--- config.mk ---
export PLATFORM = sky130hd
export DESIGN_NAME = grid_ram_arbiter
export DESIGN_NICKNAME = d
export VERILOG_FILES = /design/src/rtl/grid_ram_arbiter.sv
export SDC_FILE = /design/constraint.sdc
export NUM_CORES = 1
export LEC_CHECK = 0
export CAP_MARGIN = 5
export CORE_UTILIZATION = 45
export DETAILED_ROUTE_END_ITERATION = 7
export DONT_BUFFER_PORTS = 1
export PLACE_DENSITY_LB_ADDON = 0.1
export SYNTH_ARGS = -nofsm -noshare
export SYNTH_HDL_FRONTEND = slang
export SYNTH_SLANG_ARGS = --single-unit
--- constraint.sdc ---
create_clock -name i_clk -period 2.8 [get_ports i_clk]
set_input_delay 0.28 -clock i_clk [delete_from_list [all_inputs] [get_ports i_clk]]
set_output_delay 0.28 -clock i_clk [all_outputs]
set_load 0.1 [all_outputs]
--- src/rtl/grid_ram_arbiter.sv ---
// Owner of the snake grid RAM: arbitrates a read-only display port against a read/write
// game port and runs the new-game clear sweep. Define SNAKE_WALL_INIT_EN to paint border walls.
module grid_ram_arbiter #(
  parameter int             CW         = 4,
  parameter int             DW         = 4,
  parameter logic [DW-1:0]  CLR_VAL    = '0,
  parameter logic [DW-1:0]  WALL_VAL   = DW'(1),
  parameter int             STARVE_MAX = 3
) (
  input  logic            i_clk,
  input  logic            i_rst,
  input  logic            i_clr_start,
  output logic            o_clr_busy,
  input  logic            i_disp_req,
  input  logic [CW-1:0]   i_disp_x,
  input  logic [CW-1:0]   i_disp_y,
  output logic            o_disp_ack,
  output logic            o_disp_valid,
  output logic [DW-1:0]   o_disp_data,
  input  logic            i_game_req,
  input  logic            i_game_we,
  input  logic [CW-1:0]   i_game_x,
  input  logic [CW-1:0]   i_game_y,
  input  logic [DW-1:0]   i_game_wdata,
  output logic            o_game_ack,
  output logic            o_game_valid,
  output logic [DW-1:0]   o_game_rdata,
  output logic            o_ram_we,
  output logic [2*CW-1:0] o_ram_addr,
  output logic [DW-1:0]   o_ram_wdata,
  input  logic [DW-1:0]   i_ram_rdata,
  output logic            o_dbg_state
);

  localparam int AW = 2 * CW;
  localparam int SW = $clog2(STARVE_MAX + 1);

  typedef enum logic {S_IDLE = 1'b0, S_CLEAR = 1'b1} state_t;

  // Handshake: a requester holds req and its address/data until ack; ack is combinational and
  // each cycle ack is high is one RAM access. Read data returns with a one-cycle valid pulse.
  state_t          r_state;
  logic [AW-1:0]   r_sweep;
  logic [SW-1:0]   r_starve;
  logic            r_clr_busy;
  logic            r_disp_valid;
  logic            r_game_valid;
  logic [DW-1:0]   r_disp_data;
  logic [DW-1:0]   r_game_rdata;
  logic [AW-1:0]   r_addr;
  logic [DW-1:0]   r_wdata;

  logic            w_arb_en;
  logic            w_game_win;
  logic            w_disp_ack;
  logic            w_game_ack;
  logic [CW-1:0]   w_sx;
  logic [CW-1:0]   w_sy;
  logic [DW-1:0]   w_sweep_val;

  assign w_sx = r_sweep[AW-1:CW];
  assign w_sy = r_sweep[CW-1:0];

`ifdef SNAKE_WALL_INIT_EN
  logic w_border;
  assign w_border = (w_sx == '0) || (w_sx == {CW{1'b1}}) ||
                    (w_sy == '0) || (w_sy == {CW{1'b1}});
  assign w_sweep_val = w_border ? WALL_VAL : CLR_VAL;
`else
  logic w_unused_wall;
  assign w_unused_wall = ^{WALL_VAL, w_sx, w_sy};
  assign w_sweep_val = CLR_VAL;
`endif

  // A clr_start cycle grants nobody, so the sweep owns the RAM from the very next cycle.
  assign w_arb_en   = (r_state == S_IDLE) && !i_clr_start && !i_rst;
  assign w_game_win = i_game_req && (!i_disp_req || (r_starve == SW'(STARVE_MAX)));
  assign w_game_ack = w_arb_en && w_game_win;
  assign w_disp_ack = w_arb_en && i_disp_req && !w_game_win;

  assign o_disp_ack   = w_disp_ack;
  assign o_game_ack   = w_game_ack;
  assign o_clr_busy   = r_clr_busy;
  assign o_disp_valid = r_disp_valid;
  assign o_game_valid = r_game_valid;
  assign o_dbg_state  = r_state;

  // The RAM output is live during the valid cycle; the registers keep it afterwards.
  assign o_disp_data  = r_disp_valid ? i_ram_rdata : r_disp_data;
  assign o_game_rdata = r_game_valid ? i_ram_rdata : r_game_rdata;

  always_comb begin
    o_ram_we    = 1'b0;
    o_ram_addr  = r_addr;
    o_ram_wdata = r_wdata;
    if (r_state == S_CLEAR) begin
      o_ram_we    = 1'b1;
      o_ram_addr  = r_sweep;
      o_ram_wdata = w_sweep_val;
    end else if (w_game_ack) begin
      o_ram_we    = i_game_we;
      o_ram_addr  = {i_game_x, i_game_y};
      o_ram_wdata = i_game_wdata;
    end else if (w_disp_ack) begin
      o_ram_addr  = {i_disp_x, i_disp_y};
      o_ram_wdata = i_game_wdata;
    end
  end

  always_ff @(posedge i_clk or posedge i_rst) begin
    if (i_rst) begin
      r_state      <= S_IDLE;
      r_sweep      <= '0;
      r_starve     <= '0;
      r_clr_busy   <= 1'b0;
      r_disp_valid <= 1'b0;
      r_game_valid <= 1'b0;
      r_disp_data  <= '0;
      r_game_rdata <= '0;
      r_addr       <= '0;
      r_wdata      <= '0;
    end else begin
      r_disp_valid <= w_disp_ack;
      r_game_valid <= w_game_ack && !i_game_we;
      r_addr       <= o_ram_addr;
      r_wdata      <= o_ram_wdata;
      if (r_disp_valid) r_disp_data  <= i_ram_rdata;
      if (r_game_valid) r_game_rdata <= i_ram_rdata;

      if (!i_game_req || w_game_ack)
        r_starve <= '0;
      else if (w_disp_ack && (r_starve != SW'(STARVE_MAX)))
        r_starve <= r_starve + 1'b1;

      case (r_state)
        S_IDLE: begin
          if (i_clr_start) begin
            r_state    <= S_CLEAR;
            r_clr_busy <= 1'b1;
            r_sweep    <= '0;
          end
        end
        S_CLEAR: begin
          r_sweep <= r_sweep + 1'b1;
          if (r_sweep == {AW{1'b1}}) begin
            r_state    <= S_IDLE;
            r_clr_busy <= 1'b0;
          end
        end
        default: r_state <= S_IDLE;
      endcase
    end
  end

endmodule

Word-level counts from Yosys, hierarchy flattened
Cells that the tools add are included.
{"block": "word_totals", "regBits": 34, "in_bits": 30, "wordCells": 56, "output_inout_bits": 27}
{"block": "classes", "reduce_logical": 18, "n_addsub": 2, "n_bitwise": 1, "n_eq_ne": 5, "n_mux": 20}
{"cell": "$mux W8", "n": 4}
{"cell": "$mux W4", "n": 5}
{"cell": "$pmux W8 S2", "n": 1}
{"cell": "$add A8 B1 Y8 const B", "n": 1}
{"cell": "$eq A8 B8 Y1 const B", "n": 1}
{"cell": "$logic_and A1 B1 Y1", "n": 8}
{"cell": "$logic_not A1 Y1", "n": 6}
{"cell": "$mux W1", "n": 6}
{"cell": "$mux W2", "n": 2}
{"cell": "$ne A2 B2 Y1 const B", "n": 2}
{"cell": "$pmux W1 S2", "n": 2}
{"cell": "$add A2 B1 Y2 const B", "n": 1}
{"cell": "$eq A2 B2 Y1 const B", "n": 1}
{"cell": "$logic_or A1 B1 Y1", "n": 2}
{"cell": "$ne A2 B1 Y1 const B", "n": 1}
{"cell": "$reduce_and A2 Y1", "n": 1}
{"cell": "$reduce_bool A2 Y1", "n": 1}
{"cell": "$not A1 Y1", "n": 1}

Logic depth before layout (Yosys ltp)
Gate-level depths: netlist (run 1).
{"block": "logic_depth", "ltp_word": 8, "mapped_depth": 7, "mapped_depth_nobuf": 6}

Worst setup path after synthesis (run 1)
OpenSTA, ideal clock, no wires.
{"block": "synth_path", "kind": "register to output", "startpoint": "register r_state, in the netlist o_dbg_state", "endpoint": "output o_ram_addr[1]", "t_arrival_ps": 3229, "required_time_ps": 2520, "stages_incl_launch_ff": 7, "setup_slack_ps": -709, "path_buffers": 1, "cell_sequence": "dfrtp_1 -> buf_6 -> nor3_4 -> nand3_1 -> clkinv_2 -> a211oi_2 -> o31ai_2"}
{"block": "synth_via", "word_cells_on_any_way": 9, "cone_classes": "mux: 3; bitwise: 1; reduce/logical: 5"}
{"item": "from (decl)", "line": "42", "text": "state_t r_state;"}
{"item": "from (signal assigned)", "line": "112", "text": "r_state <= S_IDLE;"}
{"item": "from (signal assigned)", "line": "138", "text": "r_state <= S_CLEAR;"}
{"item": "from (signal assigned)", "line": "146", "text": "r_state <= S_IDLE;"}
{"item": "$not A1 Y1"}
{"item": "$logic_and A1 B1 Y1 (2 in series)", "line": "76", "text": "assign w_arb_en = (r_state == S_IDLE) && !i_clr_start && !i_rst;"}
{"item": "$logic_and A1 B1 Y1", "line": "78", "text": "assign w_game_ack = w_arb_en && w_game_win;"}
{"item": "named net o_game_ack", "line": "25", "text": "output logic o_game_ack,"}
{"item": "$mux W8", "line": "100", "text": "end else if (w_game_ack) begin"}
{"item": "$mux W8", "line": "96", "text": "if (r_state == S_CLEAR) begin"}
{"item": "to (decl)", "line": "29", "text": "output logic [2*CW-1:0] o_ram_addr,"}
The timed path passes the listed nets, and every way through them passes these cells.

Worst setup path in the final report (run 1)
{"block": "layout_path", "startpoint": "register r_starve[0]", "endpoint": "output o_ram_addr[7]"}
{"block": "layout_via", "elab_chain_cells": 8, "word_cells_on_any_way": 9, "cone_classes": "eq/ne: 1; mux: 3; reduce/logical: 5"}
{"item": "from (decl)", "line": "44", "text": "logic [SW-1:0] r_starve;"}
{"item": "from (signal assigned)", "line": "133", "text": "r_starve <= r_starve + 1'b1;"}
{"item": "$eq A2 B2 Y1 *", "line": "77", "text": "assign w_game_win = i_game_req && (!i_disp_req || (r_starve == SW'(STARVE_MAX)));"}
{"item": "$logic_or A1 B1 Y1 *", "line": "77"}
{"item": "$logic_and A1 B1 Y1 *", "line": "77"}
{"item": "$logic_not A1 Y1", "line": "79", "text": "assign w_disp_ack = w_arb_en && i_disp_req && !w_game_win;"}
{"item": "$logic_and A1 B1 Y1", "line": "79"}
{"item": "$mux W8", "line": "104", "text": "end else if (w_disp_ack) begin"}
{"item": "$mux W8 *", "line": "100"}
{"item": "$mux W8 *", "line": "96"}
Every way passes the cells marked *; elsewhere a longest branch is shown, timed or not.

==> results.yml, run 1 <==
timing:
  fmax_mhz: 371
  max_slew_margin_pct: 25.7
  tns_ps: 0
  rsz0062_at_grt: "false"
  fin_skew_ps: 3.00
  worst_pin_slew_ps: 1110
  setup_viol: 0
  finalWorstSetupSlack_ps: 101
  hold_viol_final: 0
  fin_crit_sh_pct: 96.4
  hold_ws_ps: 9.69
  drv_slew: 0
  fin_crit_ps: 2700
flow_run:
  drv_cap: 0
grt:
  antenna_found_initial: 0
  grt_pass1_vias: 1233
  grt_start_max_net_pins: 27
  grt_pass1_wl_microns: 5910
  overflow: 0
  groute.usage.overall_pct: 19.7
place:
  place_area_sq_mm: 0.00186
  place_inst: 199
  pre_cts_ws_ps: 377
  portBuffers: 0
  dp_hpwl_microns: 2700
  place_congestion: 0.759
power:
  irDropWorstVdd_mv: 0.775
  power.switching_mw: 1.12
  swShare_pct: 49.2
  p_comb_share_pct: 44.5
  pwr-share-seq_pct: 34.8
  intPower_mw: 1.15
  p_clk_share_pct: 20.8
  cellLeakagePower_nw: 0.964
  power_mw: 2.27
  powerDensity_mw_per_mm2: 1120
layout:
  final_common_cell: "dfrtp_1"
  num_antenna_cells: 0
  instances_no_fill: 210
  drive_gt1_share_pct: 35.4
  syn2layout_area_growth_pct: 23.0
  final_cell_mix: "33 x dfrtp_1, 16 x nand2_1, 12 x buf_4"
  finalInstanceArea_sq_mm: 0.00203
  layout.nets: 195
  post-route-util_pct: 59.5
drt:
  vias: 1153
  viasPerCell: 5.49
  ant_nets: 0
  post-route-drc-count: 0
  dr.pass1.iters: 4
  wire_per_inst_microns: 17.1
  drt-initial-drc-count: 32
  wl_microns: 3580
critical_path:
  cp-start-kind: "flip-flop"
  crit_required_ps: 2520
  slowest_stage: "o31ai_4"
  max_stage_delay_ps: 930
  path_cells: "ha_1 > a21boi_4 > and3_1 > a211oi_2 > o31ai_4"
  cp_top_family: "compound AO/OA/AOI/OAI gates"
  critPathBufInv: 0
  crit_type: "flip-flop to primary output"
  end_kind: "primary output"
  crit_path_max_fanout: 8
  worst_ep_arrival_time_ps: 2420
status:
  outcome: "finished, final reports clean"
floorplan:
  initial_core_util_pct: 48.4
  die_h_microns: 62.6
  die_x_microns: 62.6
  rows: 21
  core-area_sq_mm: 0.00342
  pin_count: 57
  die-area_sq_mm: 0.00392
logic_synthesis:
  syn_area_sq_mm: 0.00165
  synth_cells: 145
  avgSynthCellArea_sq_um: 11.4
  yosys-top-cells-area: "dfrtp_1 52%, mux2_2 5.5%, a211oi_2 5.3%, o31ai_2 5.3%, nand2_1 3.9%"
  synth_cell_types: 29
  synth.largest_area_cell: "dfrtp_1"
  syn_nets: 177
  seq_area_frac_synth_pct: 51.5
  synth-seq-cells: 34
  synth_top_area_share_pct: 51.5
  synth_warnings: 0
clock_network:
  cts_tree: "yes"
  clockBufferDepth: 2
  clkSinkCount: 34
  clkLatencyLatePin_ps: 330
  clkSlewWorstSetupHoldPaths_ps: 110
  htreeDepth: 2
  cts_buffers: 5
  cts-root-buf: "clkbuf_4"
worst_hold_path:
  hold_path.class: "primary input to asynchronous set/reset pin"
-- cell type report --
| class | count | area [sq um] |
|---|---|---|
| clock buffers | 6 | 51.3 |
| flip-flops and latches | 34 | 852 |
| repair buffers | 16 | 143 |
| inverters | 5 | 23.8 |
| clock inverters | 2 | 60.1 |
| multi-input cells | 101 | 845 |
| well taps | 46 | 57.6 |
| fillers | 280 | 1380 |
-- registers in the layout (all words and copies together), names as in the netlist --
| name | flops |
|---|---|
| r_sweep | 8 |
| o_clr_busy | 1 |
| r_game_rdata | 4 |
| r_disp_data | 4 |
| o_game_valid | 1 |
| o_dbg_state | 1 |
| r_wdata | 4 |
| r_addr | 8 |
| r_starve | 2 |
| o_disp_valid | 1 |
-- layer usage --
layer	vias up	track usage, %	routed length [microns]
met4	0	6.10	45
met1	552	24.5	1540
li1	552	-	-
met5	-	0	0
met2	43	31.9	1750
met3	6	7.30	247
-- cell usage after synthesis --
cell      number
buf_6          2
mux2_2         8
ha_1           2
mux2i_1        5
a22o_1         1
and4_1         1
nand2_1       17
o21ai_0        8
xnor2_1        3
nor2_1        13
inv_1          4
nand2_4        1
o31ai_2        7
o21ai_2        1
xor2_1         3
a32oi_1        1
buf_2          1
a211oi_2       7
nor3_4         1
a22oi_1        1
a31oi_1        1
a21boi_1       1
nand3_1        6
nand2b_1       2
dfrtp_1       34
and3_1        10
a21boi_2       1
clkinv_2       1
clkbuf_1       2
-- worst paths after layout --
kind / slack [ps] / cells after the start / from / endpoint
hold / removal: 10 / 1 / i_rst / o_clr_busy
setup reg to reg: 510 / 5 / r_starve[0] / r_addr[7]
min in group i_clk: 80 / 1 / i_game_req / r_starve[1]
hold reg to reg: 540 / 1 / r_sweep[7] / r_sweep[7]
setup / recovery: 100 / 5 / r_starve[0] / o_ram_addr[7]
max in group asynchronous: 2100 / 2 / i_rst / o_disp_valid
-- kinds of logic after synthesis --
group	share of synthesized area, %
AO/OA/AOI/OAI	16.6
XOR/XNOR	3.18
adder cells (fa/ha/maj)	1.51
buffers and inverters	3.33
flip-flops	51.5
multiplexers	8.49
AND/OR/NAND/NOR	15.4
-- power groups by stage --
stage / logic [mW] / clock network [mW] / registers (mW)
final: 1.01 / 0.471 / 0.789
after global routing: 1.05 / 0.505 / 0.808
after CTS: 1.02 / 0.481 / 0.790
after detailed placement: 1.01 / 0 / 0.800
after global placement: 0.995 / 0 / 0.794
after floorplan: 0.941 / 0 / 0.776
-- timing repair --
action / CTS / global route
endpoints found under the hold margin: 1 / 0
hold buffers: 1 / 0
pin swaps: 4 / 7
buffers inserted: 0 / 2
cloned: 0 / 0
endpoints found under the setup margin: 4 / 7
gates resized for setup: 0 / 9
No activity file was read; power rests on OpenSTA's default activity.
==> inputs of run 2 (changes only) <==
--- a/config.mk
+++ b/config.mk
@@ -9,7 +9,6 @@
 export CORE_UTILIZATION = 45
 export DETAILED_ROUTE_END_ITERATION = 7
 export DONT_BUFFER_PORTS = 1
-export PLACE_DENSITY_LB_ADDON = 0.1
 export SYNTH_ARGS = -nofsm -noshare
 export SYNTH_HDL_FRONTEND = slang
 export SYNTH_SLANG_ARGS = --single-unit
==> results.yml, run 2 (synthesis results as in run 1) <==
critical_path:
  max_stage_delay_ps: 930
  crit_path_max_fanout: 8
  crit_type: "flip-flop to primary output"
  crit_required_ps: 2520
  end_kind: "primary output"
  regToRegSetupSlack_ps: 480
  path_cells: "ha_2 > a21boi_4 > and3_1 > a211oi_2 > o31ai_4"
  r2r_end: "r_addr[4]"
  worst_ep_arrival_time_ps: 2470
  worstReg2RegStart: "r_starve[0]"
  slowest_stage: "o31ai_4"
  reg2regPathDepth: 5
  cp-start-kind: "flip-flop"
clock_network:
  clkLatencyLatePin_ps: 350
  cts-root-buf: "clkbuf_4"
  cts_tree: "yes"
  cts_buffers: 5
  htreeDepth: 2
  clockBufferDepth: 2
  clkSlewWorstSetupHoldPaths_ps: 100
  clkSinkCount: 34
drt:
  ant_nets: 0
  post-route-drc-count: 0
  drt-initial-drc-count: 45
  vias: 1206
  wl_microns: 3750
  dr.pass1.iters: 4
  viasPerCell: 5.72
  wire_per_inst_microns: 17.8
place:
  place_area_sq_mm: 0.00188
  dp_hpwl_microns: 2770
  pre_cts_ws_ps: 341
  place_congestion: 0.762
  portBuffers: 0
layout:
  drive_gt1_share_pct: 35.8
  num_antenna_cells: 0
  final_cell_mix: "33 x dfrtp_1, 16 x nand2_1, 12 x buf_4"
  final_common_cell: "dfrtp_1"
  top_regs: "r_addr (8), r_sweep (8)"
  syn2layout_area_growth_pct: 23.7
  layout.nets: 196
  finalInstanceArea_sq_mm: 0.00204
timing:
  finalWorstSetupSlack_ps: 48.5
  setup_viol: 0
  hold_ws_ps: 69.2
  fin_skew_ps: 3.08
  worst_pin_slew_ps: 1120
  hold_viol_final: 0
  fin_crit_sh_pct: 98.3
  tns_ps: 0
  max_slew_margin_pct: 25.4
  drv_slew: 0
  fin_crit_ps: 2750
  fmax_mhz: 363
floorplan:
  die_h_microns: 62.6
  pin_count: 57
  core-area_sq_mm: 0.00342
  die-area_sq_mm: 0.00392
  rows: 21
  initial_core_util_pct: 48.4
  die_x_microns: 62.6
grt:
  grt_start_max_net_pins: 27
  grt_pass1_vias: 1257
  groute.usage.overall_pct: 20.7
  grt_pass1_wl_microns: 6130
  overflow: 0
  antenna_found_initial: 0
power:
  powerDensity_mw_per_mm2: 1130
  cellLeakagePower_nw: 0.969
  irDropWorstVdd_mv: 0.733
status:
  outcome: "finished, final reports clean"
flow_run:
  drv_cap: 0
worst_hold_path:
  hold_end: "r_starve[1]"
  hold_path.class: "primary input to flip-flop"
  holdPathStages: 1
  holdCritStartpoint: "i_game_req"
-- run 2: timing repair --
item / CTS / global route
hold endpoints to repair: 16 / 0
buffers inserted: 0 / 1
pin swaps: 4 / 7
resized for setup: 2 / 4
endpoints found under the setup margin: 6 / 7
hold buffers: 2 / 0
-- run 2: worst max path at each step --
stage                      startpoint             to  slack, ps  cells after the start
final                     r_starve[0]  o_ram_addr[4]         50                      5
after global routing      r_starve[0]  o_ram_addr[6]         -4                      5
after CTS                 r_starve[0]  o_ram_addr[4]         10                      6
after detailed placement  r_starve[0]  o_ram_addr[6]        340                      5
after global placement    r_starve[0]  o_ram_addr[6]        400                      5
after floorplan           o_dbg_state  o_ram_addr[1]         10                      6
-- run 2: report_power, final --
part / internal, mW / total, mW / switching (mW) / leakage, nW
clock network: 0.302 / 0.476 / 0.174 / 0.0585
logic: 0.250 / 1.04 / 0.790 / 0.483
registers: 0.630 / 0.799 / 0.170 / 0.428
-- run 2: area by class of cell --
class,instances,area [sq um]
Timing Repair Buffer,17,161
Fill cell,289,1370
Clock inverter,2,60.1
Sequential cell,34,852
Multi-Input combinational cell,101,840
Clock buffer,6,51.3
Tap cell,46,57.6
Inverter,5,21.3
-- run 2: per-stage QoR --
step / power (mW) / util, % / std cells
after detailed placement: 1.85 / 55.0 / 200
after global placement: 1.82 / 55.0 / 200
after floorplan: 1.72 / - / 145
after CTS: 2.33 / 59.2 / 210
final: 2.32 / 59.8 / 211
after global routing: 2.41 / 59.8 / 211
-- run 2: critical path, delay by kind of cell (launching register included) --
family / cells / cell delay [ps]
AO/OA/AOI/OAI: 3 / 1260
adder cells (fa/ha/maj): 1 / 220
flip-flops: 1 / 420
AND/OR/NAND/NOR: 1 / 210
-- run 2: metal layers --
layer / track usage [%] / part of all wire, %
met5: 0 / 0
met2: 34.6 / 51
met3: 6.93 / 7.4
met4: 7.85 / 2.1
met1: 24.6 / 40
